<file path="src/rtl/opb_register_ppc2simulink.sv">
// OPB slave exposing one byte-enabled 32-bit user register (DATA) and a 16-bit write counter (WCOUNT).
// Define OPB_REG_READBACK_EN to let OPB reads of DATA return its contents instead of zero.
module opb_register_ppc2simulink #(
  parameter logic [31:0] C_BASEADDR    = 32'h0000_0000,
  parameter logic [31:0] C_HIGHADDR    = 32'h0000_FFFF,
  parameter int          C_OPB_AWIDTH  = 32,
  parameter int          C_OPB_DWIDTH  = 32,
  parameter              C_FAMILY      = "virtex6",
  parameter logic [31:0] C_RESET_VALUE = 32'h0000_0000
) (
  input  logic        OPB_Clk,
  input  logic        OPB_Rst,
  input  logic [0:31] OPB_ABus,
  input  logic [0:3]  OPB_BE,
  input  logic [0:31] OPB_DBus,
  input  logic        OPB_RNW,
  input  logic        OPB_select,
  input  logic        OPB_seqAddr,
  output logic [0:31] Sl_DBus,
  output logic        Sl_xferAck,
  output logic        Sl_errAck,
  output logic        Sl_retry,
  output logic        Sl_toutSup,
  output logic [31:0] user_data_out,
  output logic        user_data_valid
);

  localparam int unsigned DATA_W  = 32;
  localparam int unsigned COUNT_W = 16;
  localparam int unsigned LANES   = 4;

  typedef enum logic [1:0] {
    ST_IDLE = 2'd0,
    ST_ACK  = 2'd1,
    ST_WAIT = 2'd2
  } state_t;

  state_t               r_state;
  logic [DATA_W-1:0]    r_data;
  logic [COUNT_W-1:0]   r_wcount;
  logic                 r_xfer_ack;
  logic                 r_valid;
  logic [0:DATA_W-1]    r_dbus;

  state_t               w_state_next;
  logic [DATA_W-1:0]    w_data_next;
  logic [COUNT_W-1:0]   w_wcount_next;
  logic                 w_xfer_ack_next;
  logic                 w_valid_next;
  logic [0:DATA_W-1]    w_dbus_next;
  logic [DATA_W-1:0]    w_rd_data;
  logic [DATA_W:0]      w_base_diff;
  logic [DATA_W:0]      w_high_diff;
  logic                 w_hit;
  logic                 w_sel_wcount;
  logic                 w_unused;

  // Window check via borrow bits so a zero base never yields a constant compare
  assign w_base_diff  = {1'b0, OPB_ABus} - {1'b0, C_BASEADDR};
  assign w_high_diff  = {1'b0, C_HIGHADDR} - {1'b0, OPB_ABus};
  assign w_hit        = OPB_select && !w_base_diff[DATA_W] && !w_high_diff[DATA_W];
  assign w_sel_wcount = w_base_diff[2];

`ifdef OPB_REG_READBACK_EN
  assign w_rd_data = w_sel_wcount ? {16'h0000, r_wcount} : r_data;
`else
  assign w_rd_data = w_sel_wcount ? {16'h0000, r_wcount} : 32'h0000_0000;
`endif

  assign w_unused = ^{OPB_seqAddr, w_base_diff[DATA_W-1:3], w_base_diff[1:0],
                      w_high_diff[DATA_W-1:0],
                      1'(C_OPB_AWIDTH == 32), 1'(C_OPB_DWIDTH == 32),
                      1'(C_FAMILY == "virtex6")};

  // Next-state and next-register values for one transaction per select assertion
  always_comb begin
    w_state_next    = r_state;
    w_data_next     = r_data;
    w_wcount_next   = r_wcount;
    w_xfer_ack_next = 1'b0;
    w_valid_next    = 1'b0;
    w_dbus_next     = '0;
    unique case (r_state)
      ST_IDLE: begin
        if (w_hit) begin
          w_state_next    = ST_ACK;
          w_xfer_ack_next = 1'b1;
          if (OPB_RNW) begin
            w_dbus_next = w_rd_data;
          end else if (!w_sel_wcount) begin
            for (int i = 0; i < int'(LANES); i++) begin
              if (OPB_BE[i]) begin
                w_data_next[DATA_W-1-8*i -: 8] = OPB_DBus[8*i +: 8];
              end
            end
            if (|OPB_BE) begin
              w_valid_next  = 1'b1;
              w_wcount_next = r_wcount + COUNT_W'(1);
            end
          end
        end
      end
      ST_ACK: begin
        w_state_next = ST_WAIT;
      end
      ST_WAIT: begin
        if (!OPB_select) begin
          w_state_next = ST_IDLE;
        end
      end
      default: begin
        w_state_next = ST_IDLE;
      end
    endcase
  end

  // State and output registers; reset abandons any transaction in flight
  always_ff @(posedge OPB_Clk) begin
    if (OPB_Rst) begin
      r_state    <= ST_IDLE;
      r_data     <= C_RESET_VALUE;
      r_wcount   <= '0;
      r_xfer_ack <= 1'b0;
      r_valid    <= 1'b0;
      r_dbus     <= '0;
    end else begin
      r_state    <= w_state_next;
      r_data     <= w_data_next;
      r_wcount   <= w_wcount_next;
      r_xfer_ack <= w_xfer_ack_next;
      r_valid    <= w_valid_next;
      r_dbus     <= w_dbus_next;
    end
  end

  assign Sl_DBus         = r_dbus;
  assign Sl_xferAck      = r_xfer_ack;
  assign Sl_errAck       = 1'b0;
  assign Sl_retry        = 1'b0;
  assign Sl_toutSup      = 1'b0;
  assign user_data_out   = r_data;
  assign user_data_valid = r_valid;

endmodule

</file>
<file path="config.mk">
export PLATFORM = sky130hd
export DESIGN_NAME = opb_register_ppc2simulink
export DESIGN_NICKNAME = d
export VERILOG_FILES = /design/src/rtl/opb_register_ppc2simulink.sv
export SDC_FILE = /design/constraint.sdc
export NUM_CORES = 1
export LEC_CHECK = 0
export BUFFER_PORTS_ARGS = -buffer_cell sky130_fd_sc_hd__buf_2
export CAP_MARGIN = 30
export CORE_MARGIN = 4
export CORE_UTILIZATION = 46
export DETAILED_ROUTE_END_ITERATION = 16
export PLACE_DENSITY = 0.79
export SYNTH_ARGS = -nofsm -noshare
export SYNTH_HDL_FRONTEND = slang
export SYNTH_SLANG_ARGS = --single-unit
</file>
<file path="constraint.sdc">
create_clock -name OPB_Clk -period 2.8 [get_ports OPB_Clk]
set_input_delay 0.84 -clock OPB_Clk [delete_from_list [all_inputs] [get_ports OPB_Clk]]
set_output_delay 0.84 -clock OPB_Clk [all_outputs]
set_load 0.05 [all_outputs]
</file>
# After elaboration in Yosys (flattened, before gate mapping)
# Cells that the tools add are included.
# totals
output_inout_bits,69
regBits,84
input_bits,73
wordCells,39
# classes
muxes,5
reduce_logical,14
addsub,2
n_bitwise,4
eq_ne,4
# op_table
cell,n
$sub A16 B32 Y33 const A,1
$reduce_and A5 Y1,5
$add A16 B1 Y16 const B,1
$reduce_or A5 Y1,2
$reduce_or A4 Y1,2
$pmux W2 S3,1
$mux W2,2
$ne A2 B2 Y1 const B,2
$not A1 Y1,4
$eq A2 B1 Y1 const B,1
$eq A2 B2 Y1 const B,1
$logic_not A2 Y1,1
$mux W1,2
$reduce_and A2 Y1,1
$reduce_or A2 Y1,1
$logic_and A1 B1 Y1,1
$logic_not A1 Y1,1

# Logic depth before layout (Yosys ltp)
# Gate-level depths: netlist (run 1).
# depth
ltp_word,5
ltp_mapped,6
depth_no_buf,4

# Worst setup path before layout (run 1)
# OpenSTA, ideal clock, no wires.
# synth_path
kind,input to register
start,in OPB_ABus[1] in the netlist's numbering
end,reg r_wcount[15]
path_buffers,1
setup_slack_ns,0.523
t_arrival_ns,2.154
path_stages,5
t_required_ns,2.677
setup_ns,0.123
path_cell_list,nor4_4 > nand4_2 > buf_2 > nor4_1 > mux2_1
# synth_via
elab_chain_len,4
# synth_lines
item,line,source
"start, declared",13,"input logic [0:31] OPB_ABus,"
$sub A16 B32 Y33,60,"assign w_high_diff = {1'b0, C_HIGHADDR} - {1'b0, OPB_ABus};"
$logic_not A1 Y1,61,assign w_hit = OPB_select && !w_base_diff[DATA_W] && !w_high_diff[DATA_W];
$logic_and A1 B1 Y1,61,
$reduce_and A5 Y1 (no source line),-,
"end signal, assigned",129,r_wcount <= w_wcount_next;
"end, declared",40,logic [COUNT_W-1:0] r_wcount;
# Every way passes these cells.
# A chain may end at the register's enable or synchronous reset.

# Final worst setup path (run 1)
# layout_path
start,in OPB_ABus[1] in the netlist's numbering
end,reg r_wcount[4]
# The elaborated chain is that of the path after synthesis.

==> flow_summary.toml, run 1 <==
[sta]
setup_violations = 0
tightestPinTransition_ns = 0.6703
hold_violations = 0
timing.final.max_slew_violations = 0
finalCriticalPeriod_ns = 2.227
rsz0062_at_grt = "false"
worst_slack_ns = 0.5728
max_slew_margin = 0.5532
finClkSkew_ns = 0.01138
finalCritPeriodShare = 0.7954
fin_setup_tns_ns = 0
fmax_mhz = 449.0

[placed_design]
dp_hpwl_mm = 5.361
placed_area_um2 = 3496
post-place-ws_ns = 0.2287
routabilityCongestion = 0.8030
io_buffers = 106

[worst_setup_path]
crit_fanout = 17
crit_required_ns = 3.05
arrival_ns = 2.48
start_kind = "input port"
criticalPathCategory = "in -> reg"
endpoint_kind = "flop"

[clock_network]
root_buffer = "clkbuf_8"
cts_tree = "done"
ctsHoldBuffers = 0
clock_path_buffers = 2
clkTransAtPathRegs_ns = 0.07
htreeDepth = 3
insertion_delay_ns = 0.33
numCtsBuffers = 9
cts.sinks = 68
cts-resized-gates = 0
cts_setup_buffers = 0

[logic_synthesis]
synthTopCellsByArea = "dfxtp_1 45%, a21oi_1 7.7%, nand3_1 7.0%, o21ai_0 5.7%, buf_4 5.2%"
yosysMostFrequentCell = "dfxtp_1"
ys_ff_latch = 68
synth.distinct_cells = 35
synth_ff_type = "dfxtp_1"
avgSynthCellArea_um2 = 8.991
synthTopCellsByCount = "68 x dfxtp_1, 46 x a21oi_1, 42 x nand3_1"
yosysTopAreaCell = "dfxtp_1"
seq_area_frac_synth = 0.4533
synth-edff-count = 0
synth-warning-count = 0
synth_top_area_share = 0.4533
async_flop_share = 0
netlist_instances = 334
netlist_area_um2 = 3003

[global_routing]
grt_pass1_vias = 2667
grt_pass1_wl_mm = 11.90
antenna_found_initial = 0
grt_overflow = 0
gr-usage-all-layers = 0.1912
grt_max_degree = 35

[finish]
nets = 507
fill_cells = 599
num_antenna_cells = 0
final_area_um2 = 3692
areaGrowthSynthToFinish_pct = 22.96
drive_gt1_frac = 0.3128
fin_util = 0.5815

[floorplanning]
row_count = 29
start_util = 0.4729
dieArea_um2 = 7885
die_w_um = 88.80
core_um2 = 6350
die_y_um = 88.80
io-pin-count = 142

[pwr]
power.share.switching = 0.2327
p_sw_uw = 445.1
power.density_nw_per_um2 = 518.0
leakage_nw = 1.529
comb_power_share = 0.074
power_frac_seq = 0.505
vdd_drop_max_uv = 311.1
p_total_mw = 1.913
p_int_mw = 1.468
p_clk_frac = 0.420

[routing]
viasPerCell = 5.499
wl_per_cell_um = 14.83
initialDrtViolationCount = 175
antenna_left = 0
dr.pass1.iters = 4
vias = 2832
drc_errors = 0
finalWirelength_mm = 7.639

[status]
status = "completed"

[min_path]
hp-class = "reg -> reg"

[flow_run]
drv_cap = 0
[layout make-up]
| cell class | instances | area, um^2 | area share |
|---|---|---|---|
| inverters | 2 | 7.507 | 0.002033 |
| flip-flops and latches | 68 | 1361 | 0.3687 |
| well taps | 77 | 96.34 | 0.02609 |
| clock buffers | 15 | 166.4 | 0.04507 |
| repair buffers | 114 | 590.6 | 0.1599 |
| clock inverters | 1 | 30.03 | 0.008133 |
| multi-input cells | 238 | 1440 | 0.3900 |
[final timing paths]
check | from | endpoint | slack, ns | depth (start not counted)
max | OPB_ABus[1] | r_wcount[4]$_SDFFE_PP0P_ | 0.57 | 6
min | user_data_out[21]$_SDFFE_PP0P_ | user_data_out[21]$_SDFFE_PP0P_ | 0.48 | 2
max reg2reg | r_state[1]$_SDFFE_PP0P_ | r_wcount[4]$_SDFFE_PP0P_ | 0.92 | 4
min reg2reg | user_data_out[21]$_SDFFE_PP0P_ | user_data_out[21]$_SDFFE_PP0P_ | 0.48 | 2
[worst max-delay path, cell delays in order]
cell	delay [ns]
buf_2	0.11
nor4_4	0.32
nand4_2	0.28
buf_4	0.27
or4_1	0.48
a21oi_1	0.17
[state kept, by name (all words and copies together), names as in the netlist]
name	count
r_state	2
Sl_xferAck	1
Sl_DBus	16
r_wcount	16
user_data_valid	1
user_data_out	32
[cell usage in the layout, fill, tap and decap left out, types with 5 or more instances in the layout]
cell	n
buf_2	106
dfxtp_1	68
a21oi_1	46
nand3_1	42
o21ai_0	34
conb_1	19
and2_1	18
or4_1	12
o31ai_1	11
clkbuf_8	11
buf_4	8
nand4_1	7
and3_1	5
and4_1	5
nand2_1	5
nor4_1	5
[layer usage]
layer | GRT usage | share of wire
met5 | 0 | 0
met3 | 0.04655 | 0.076
met1 | 0.2393 | 0.42
met4 | 0.08379 | 0.015
met2 | 0.3117 | 0.49
[power groups by stage]
stage	registers [mW]	clock network, mW	logic [mW]
floorplan	0.989	0	0.104
global placement	0.989	0	0.140
detailed placement	0.989	0	0.141
CTS	0.967	0.827	0.141
global route	0.966	0.866	0.151
finish	0.967	0.804	0.142
[metrics by stage]
stage	std cells	hold slack, ns
2_1_floorplan	352	0.4454
3_3_place_gp	499	0.4545
3_5_place_dp	499	0.4631
4_1_cts	515	0.4724
5_1_grt	515	0.4934
6_report	515	0.4761
[cells by family after synthesis]
family | synth area share
other cells | 0.001249
fa+ha+maj | 0.004166
mux | 0.01125
compound gates | 0.1608
simple gates | 0.2796
flops | 0.4533
buf+inv | 0.08958
Power figures use the tool's default switching activity.
==> run 2, diff against run 1 <==
--- a/config.mk
+++ b/config.mk
@@ -8,9 +8,9 @@
 export BUFFER_PORTS_ARGS = -buffer_cell sky130_fd_sc_hd__buf_2
 export CAP_MARGIN = 30
 export CORE_MARGIN = 4
-export CORE_UTILIZATION = 46
+export CORE_UTILIZATION = 42
 export DETAILED_ROUTE_END_ITERATION = 16
-export PLACE_DENSITY = 0.79
+export PLACE_DENSITY = 0.76
 export SYNTH_ARGS = -nofsm -noshare
 export SYNTH_HDL_FRONTEND = slang
 export SYNTH_SLANG_ARGS = --single-unit
==> constraint.sdc (replaced) <==
create_clock -name OPB_Clk -period 1.8 [get_ports OPB_Clk]
set_input_delay 0.54 -clock OPB_Clk [delete_from_list [all_inputs] [get_ports OPB_Clk]]
set_output_delay 0.54 -clock OPB_Clk [all_outputs]
set_load 0.05 [all_outputs]
==> run 2 against run 1 <==
Compared with the run above: via count up 2.7%; cell count rose by 7.4%; critical path type unchanged; largest cell class unchanged; first-iteration DRC count grew 4.6%; largest power group unchanged; power up 64%.
==> flow_summary.toml, run 2 (synthesized netlist as in run 1, its figures left out) <==
[sta]
timing.final.max_slew_violations = 0
rsz0062_at_grt = "true"
finClkSkew_ns = 0.009887
finalCritPeriodShare = 0.9610
hold_violations = 0
worst_slack_ns = 0.07021
fmax_mhz = 578.1
whs_ns = 0.4472
fin_setup_tns_ns = 0
setup_violations = 0
finalCriticalPeriod_ns = 1.730

[clock_network]
cts.sinks = 68
root_buffer = "clkbuf_8"
insertion_delay_ns = 0.34
clock_path_buffers = 2
ctsHoldBuffers = 0
numCtsBuffers = 9
htreeDepth = 3
clkTransAtPathRegs_ns = 0.08
cts_tree = "done"

[routing]
drc_errors = 0
wl_per_cell_um = 14.45
dr.pass1.iters = 4
viasPerCell = 5.260
vias = 2909
antenna_left = 0
initialDrtViolationCount = 183
finalWirelength_mm = 7.993

[global_routing]
antenna_found_initial = 0
grt_overflow = 0
gr-usage-all-layers = 0.1781
grt_pass1_vias = 2669
grt_pass1_wl_mm = 12.36
grt_max_degree = 35

[pwr]
p_clk_frac = 0.443
p_total_mw = 3.133
p_sw_uw = 735.1
comb_power_share = 0.077
power_frac_seq = 0.480
power.share.switching = 0.2347
p_int_mw = 2.398
power.density_nw_per_um2 = 787.1
leakage_nw = 1.655
vdd_drop_max_uv = 317.0

[worst_setup_path]
arrival_ns = 1.95
crit_fanout = 4
crit_required_ns = 2.02
start_kind = "input port"
endpoint_kind = "flop"
criticalPathCategory = "in -> reg"
r2r_cells = 4

[status]
status = "completed"

[finish]
drive_gt1_frac = 0.3654
final_common_cell = "buf_2"
multi_input_area_um2 = 1485
largest_reg_flops = 32
areaGrowthSynthToFinish_pct = 32.54
seq_area_um2 = 1363
final_cells = 553
nets = 526
fin_util = 0.5794
num_antenna_cells = 0
mostFrequentLayoutCells = "106 x buf_2, 67 x dfxtp_1, 46 x a21oi_1, 42 x nand3_1, 33 x o21ai_0"
fill_cells = 632
final_area_um2 = 3980

[floorplanning]
start_util = 0.4372
dieArea_um2 = 8566
core_um2 = 6869
die_y_um = 92.56
row_count = 30
die_w_um = 92.56
io-pin-count = 142

[placed_design]
io_buffers = 106
placed_area_um2 = 3685
dp_hpwl_mm = 5.602
routabilityCongestion = 0.7884
dp.cells = 532
post-place-ws_ns = -0.3682

[min_path]
hp-class = "in -> reg"
hold-path-cell-count = 3

[flow_run]
drv_cap = 0
[run 2: timing repair]
item                                    4_1_cts  5_1_grt
pin swaps                                     3        3
gates cloned                                  1        0
endpoints found under the setup margin        8       12
hold endpoints to repair                      0        0
setup buffers                                 3        1
resized for setup                             0        8
[run 2: area by class of cell]
cell class	count	area share
inverter	2	0.001886
timing repair buffer	132	0.1959
sequential	68	0.3423
tap	96	0.03018
clock buffer	10	0.03458
multi-input combinational	239	0.3732
clock inverter	6	0.02201
[run 2: per-layer routing]
layer  share of wire  track usage  up-vias
met3           0.072      0.04793       12
met5               0            0        -
met2            0.49       0.2906      126
met4           0.018      0.07550        0
li1                -            -     1427
met1            0.42       0.2204     1344
[run 2: power groups by stage]
stage               registers, mW  clock network, mW  logic (mW)
finish                       1.50               1.39       0.242
global route                 1.50               1.49       0.258
CTS                          1.50               1.42       0.238
detailed placement           1.54                  0       0.232
global placement             1.54                  0       0.231
floorplan                    1.54                  0       0.162
[run 2: worst max-delay path, stage by stage]
cell and delay, ns:
buf_2 0.11, nor4_4 0.32, buf_4 0.18, nand2_1 0.13, nor4_2 0.31, mux2_2 0.36
[run 2: worst paths after layout]
path / from / endpoint / slack (ns)
setup / recovery: OPB_ABus[7] / r_wcount[12]$_SDFFE_PP0P_ / 0.07
hold / removal: OPB_DBus[26] / user_data_out[5]$_SDFFE_PP0P_ / 0.45
setup reg to reg: r_state[1]$_SDFFE_PP0P_ / r_wcount[15]$_SDFFE_PP0P_ / 0.08
hold reg to reg: user_data_out[2]$_SDFFE_PP0P_ / user_data_out[2]$_SDFFE_PP0P_ / 0.47
==> run 3, diff against run 2 <==
--- a/config.mk
+++ b/config.mk
@@ -7,10 +7,12 @@
 export LEC_CHECK = 0
 export BUFFER_PORTS_ARGS = -buffer_cell sky130_fd_sc_hd__buf_2
 export CAP_MARGIN = 30
+export CELL_PAD_IN_SITES_DETAIL_PLACEMENT = 0
+export CELL_PAD_IN_SITES_GLOBAL_PLACEMENT = 2
 export CORE_MARGIN = 4
-export CORE_UTILIZATION = 42
+export CORE_UTILIZATION = 23
 export DETAILED_ROUTE_END_ITERATION = 16
-export PLACE_DENSITY = 0.76
+export PLACE_DENSITY_LB_ADDON = 0.1
 export SYNTH_ARGS = -nofsm -noshare
 export SYNTH_HDL_FRONTEND = slang
 export SYNTH_SLANG_ARGS = --single-unit
==> run 3 against run 2 <==
Compared with the run above: clock skew is 0.0048 ns lower; non-clock buffer count is 17 higher; sequential share of layout area is 3.1 points lower; maximum frequency is 2.8% lower; combinational power is 7% higher; clock-buffer cell count is 5 higher; die area is 74% higher; cell count is 17% higher; critical path depth is 1 higher; critical endpoint is now r_wcount[4]$_SDFFE_PP0P_; largest cell class unchanged.
==> flow_summary.toml, run 3 (synthesized netlist as in run 1, its figures left out) <==
[floorplanning]
dieArea_um2 = 14950
die_y_um = 122.3
io-pin-count = 142
core_um2 = 12720
die_w_um = 122.3
start_util = 0.2360
row_count = 41

[sta]
finClkSkew_ns = 0.005054
fmax_mhz = 561.7
rsz0062_at_grt = "true"
setup_violations = 0
finalCriticalPeriod_ns = 1.780
worst_slack_ns = 0.01957
timing.final.max_slew_violations = 0
hold_violations = 0
finalCritPeriodShare = 0.9891
whs_ns = 0.4574

[flow_run]
drv_cap = 0

[global_routing]
grt_overflow = 0
grt_max_degree = 35
grt_pass1_wl_mm = 14.35
gr-usage-all-layers = 0.1257
grt_pass1_vias = 2796
antenna_found_initial = 0

[min_path]
hold_start = "OPB_DBus[14]"
hold_end = "user_data_out[17]$_SDFFE_PP0P_"
hp-class = "in -> reg"
hold-path-cell-count = 3

[finish]
largest_reg_flops = 32
areaGrowthSynthToFinish_pct = 45.58
mostFrequentLayoutCells = "104 x buf_2, 67 x dfxtp_1, 44 x a21oi_1, 42 x nand3_1"
drive_gt1_frac = 0.3874
num_antenna_cells = 0
final_common_cell = "buf_2"
nets = 544

[routing]
finalWirelength_mm = 9.867
drc_errors = 0
dr.pass1.iters = 4
initialDrtViolationCount = 115
viasPerCell = 4.524
vias = 2927
wl_per_cell_um = 15.25
antenna_left = 0

[clock_network]
clock_path_buffers = 2
root_buffer = "clkbuf_16"
htreeDepth = 3
insertion_delay_ns = 0.33
clkTransAtPathRegs_ns = 0.06
cts_tree = "done"
cts.sinks = 68
numCtsBuffers = 9

[placed_design]
io_buffers = 106
post-place-ws_ns = -0.3099
dp_hpwl_mm = 6.643
routabilityCongestion = 0.7346

[worst_setup_path]
r2r_end = "r_wcount[11]$_SDFFE_PP0P_"
start_kind = "input port"
cp_cell_sequence = "buf_6 > nor4_4 > buf_4 > nand4_4 > buf_12 > or4_4 > a21oi_2"
startpoint = "OPB_ABus[1]"
slowest_delay_ns = 0.53
crit_required_ns = 2.07
arrival_ns = 2.05
r2r-start = "r_state[0]$_SDFFE_PP0P_"
critPathSlowestCell = "or4_4"
endpoint_kind = "flop"
r2r_cells = 5
crit_fanout = 6
criticalPathCategory = "in -> reg"
rrSetupSlack_ns = 0.05

[pwr]
leakage_nw = 1.809
power.density_nw_per_um2 = 812.1
p_total_mw = 3.550
vdd_drop_max_uv = 359.0

[status]
status = "completed"
-- run 3: cell count changes in the layout (fill, tap and decap cells not counted), moves of 3 or more --
cell	before	now
clkbuf_8	10	2
buf_4	21	34
buf_6	1	4
clkbuf_1	0	4
clkbuf_16	0	11
-- run 3: layer usage --
| metal | GRT usage | wire length, um |
|---|---|---|
| met1 | 0.1631 | 4566 |
| met2 | 0.1900 | 4514 |
| met3 | 0.03410 | 594 |
| met4 | 0.06718 | 192 |
| met5 | 0 | 0 |
-- run 3: worst max-delay path by stage --
stage,endpoint,slack (ns),depth (start not counted)
floorplan,r_wcount[11]$_SDFFE_PP0P_,-0.08,5
global placement,r_wcount[0]$_SDFFE_PP0P_,-0.30,6
detailed placement,r_wcount[1]$_SDFFE_PP0P_,-0.31,6
CTS,r_wcount[1]$_SDFFE_PP0P_,0.003,5
global route,r_wcount[4]$_SDFFE_PP0P_,-0.04,7
finish,r_wcount[4]$_SDFFE_PP0P_,0.02,7
-- run 3: layout make-up --
| class | instances | area, um^2 |
|---|---|---|
| Timing Repair Buffer | 149 | 970.9 |
| Clock inverter | 1 | 30.03 |
| Clock buffer | 15 | 267.8 |
| Tap cell | 172 | 215.2 |
| Sequential cell | 68 | 1363 |
| Inverter | 2 | 7.507 |
| Fill cell | 1376 | 8351 |
| Multi-Input combinational cell | 240 | 1518 |
-- run 3: repair_timing --
item                       in CTS  in global routing
gates resized for setup         0                 17
hold buffers                    0                  0
pin swaps                       1                 13
cloned                          0                  4
buffers inserted                0                  5
setup endpoints to repair       3                 47
-- run 3: through the flow --
stage	TNS [ns]	utilization	area [um^2]	std cells
finish	0	0.3436	4372	647
global placement	-17.42	0.3054	3885	622
floorplan	-0.4606	-	3088	352
global route	-0.1092	0.3436	4372	647
detailed placement	-17.71	0.3054	3885	622
CTS	0	0.3288	4183	638
-- run 3: worst max-delay path, delay by kind of cell --
family / cells / cell delay, ns
buf+inv: 3 / 0.47
compound gates: 1 / 0.11
simple gates: 3 / 0.93
-- run 3: report_power, final --
| part | switching, mW | internal, mW | total, mW |
|---|---|---|---|
| registers | 0.000000961 | 1.51 | 1.51 |
| logic | 0.175 | 0.0827 | 0.258 |
| clock network | 0.636 | 1.15 | 1.79 |
| total | 0.811 | 2.74 | 3.55 |
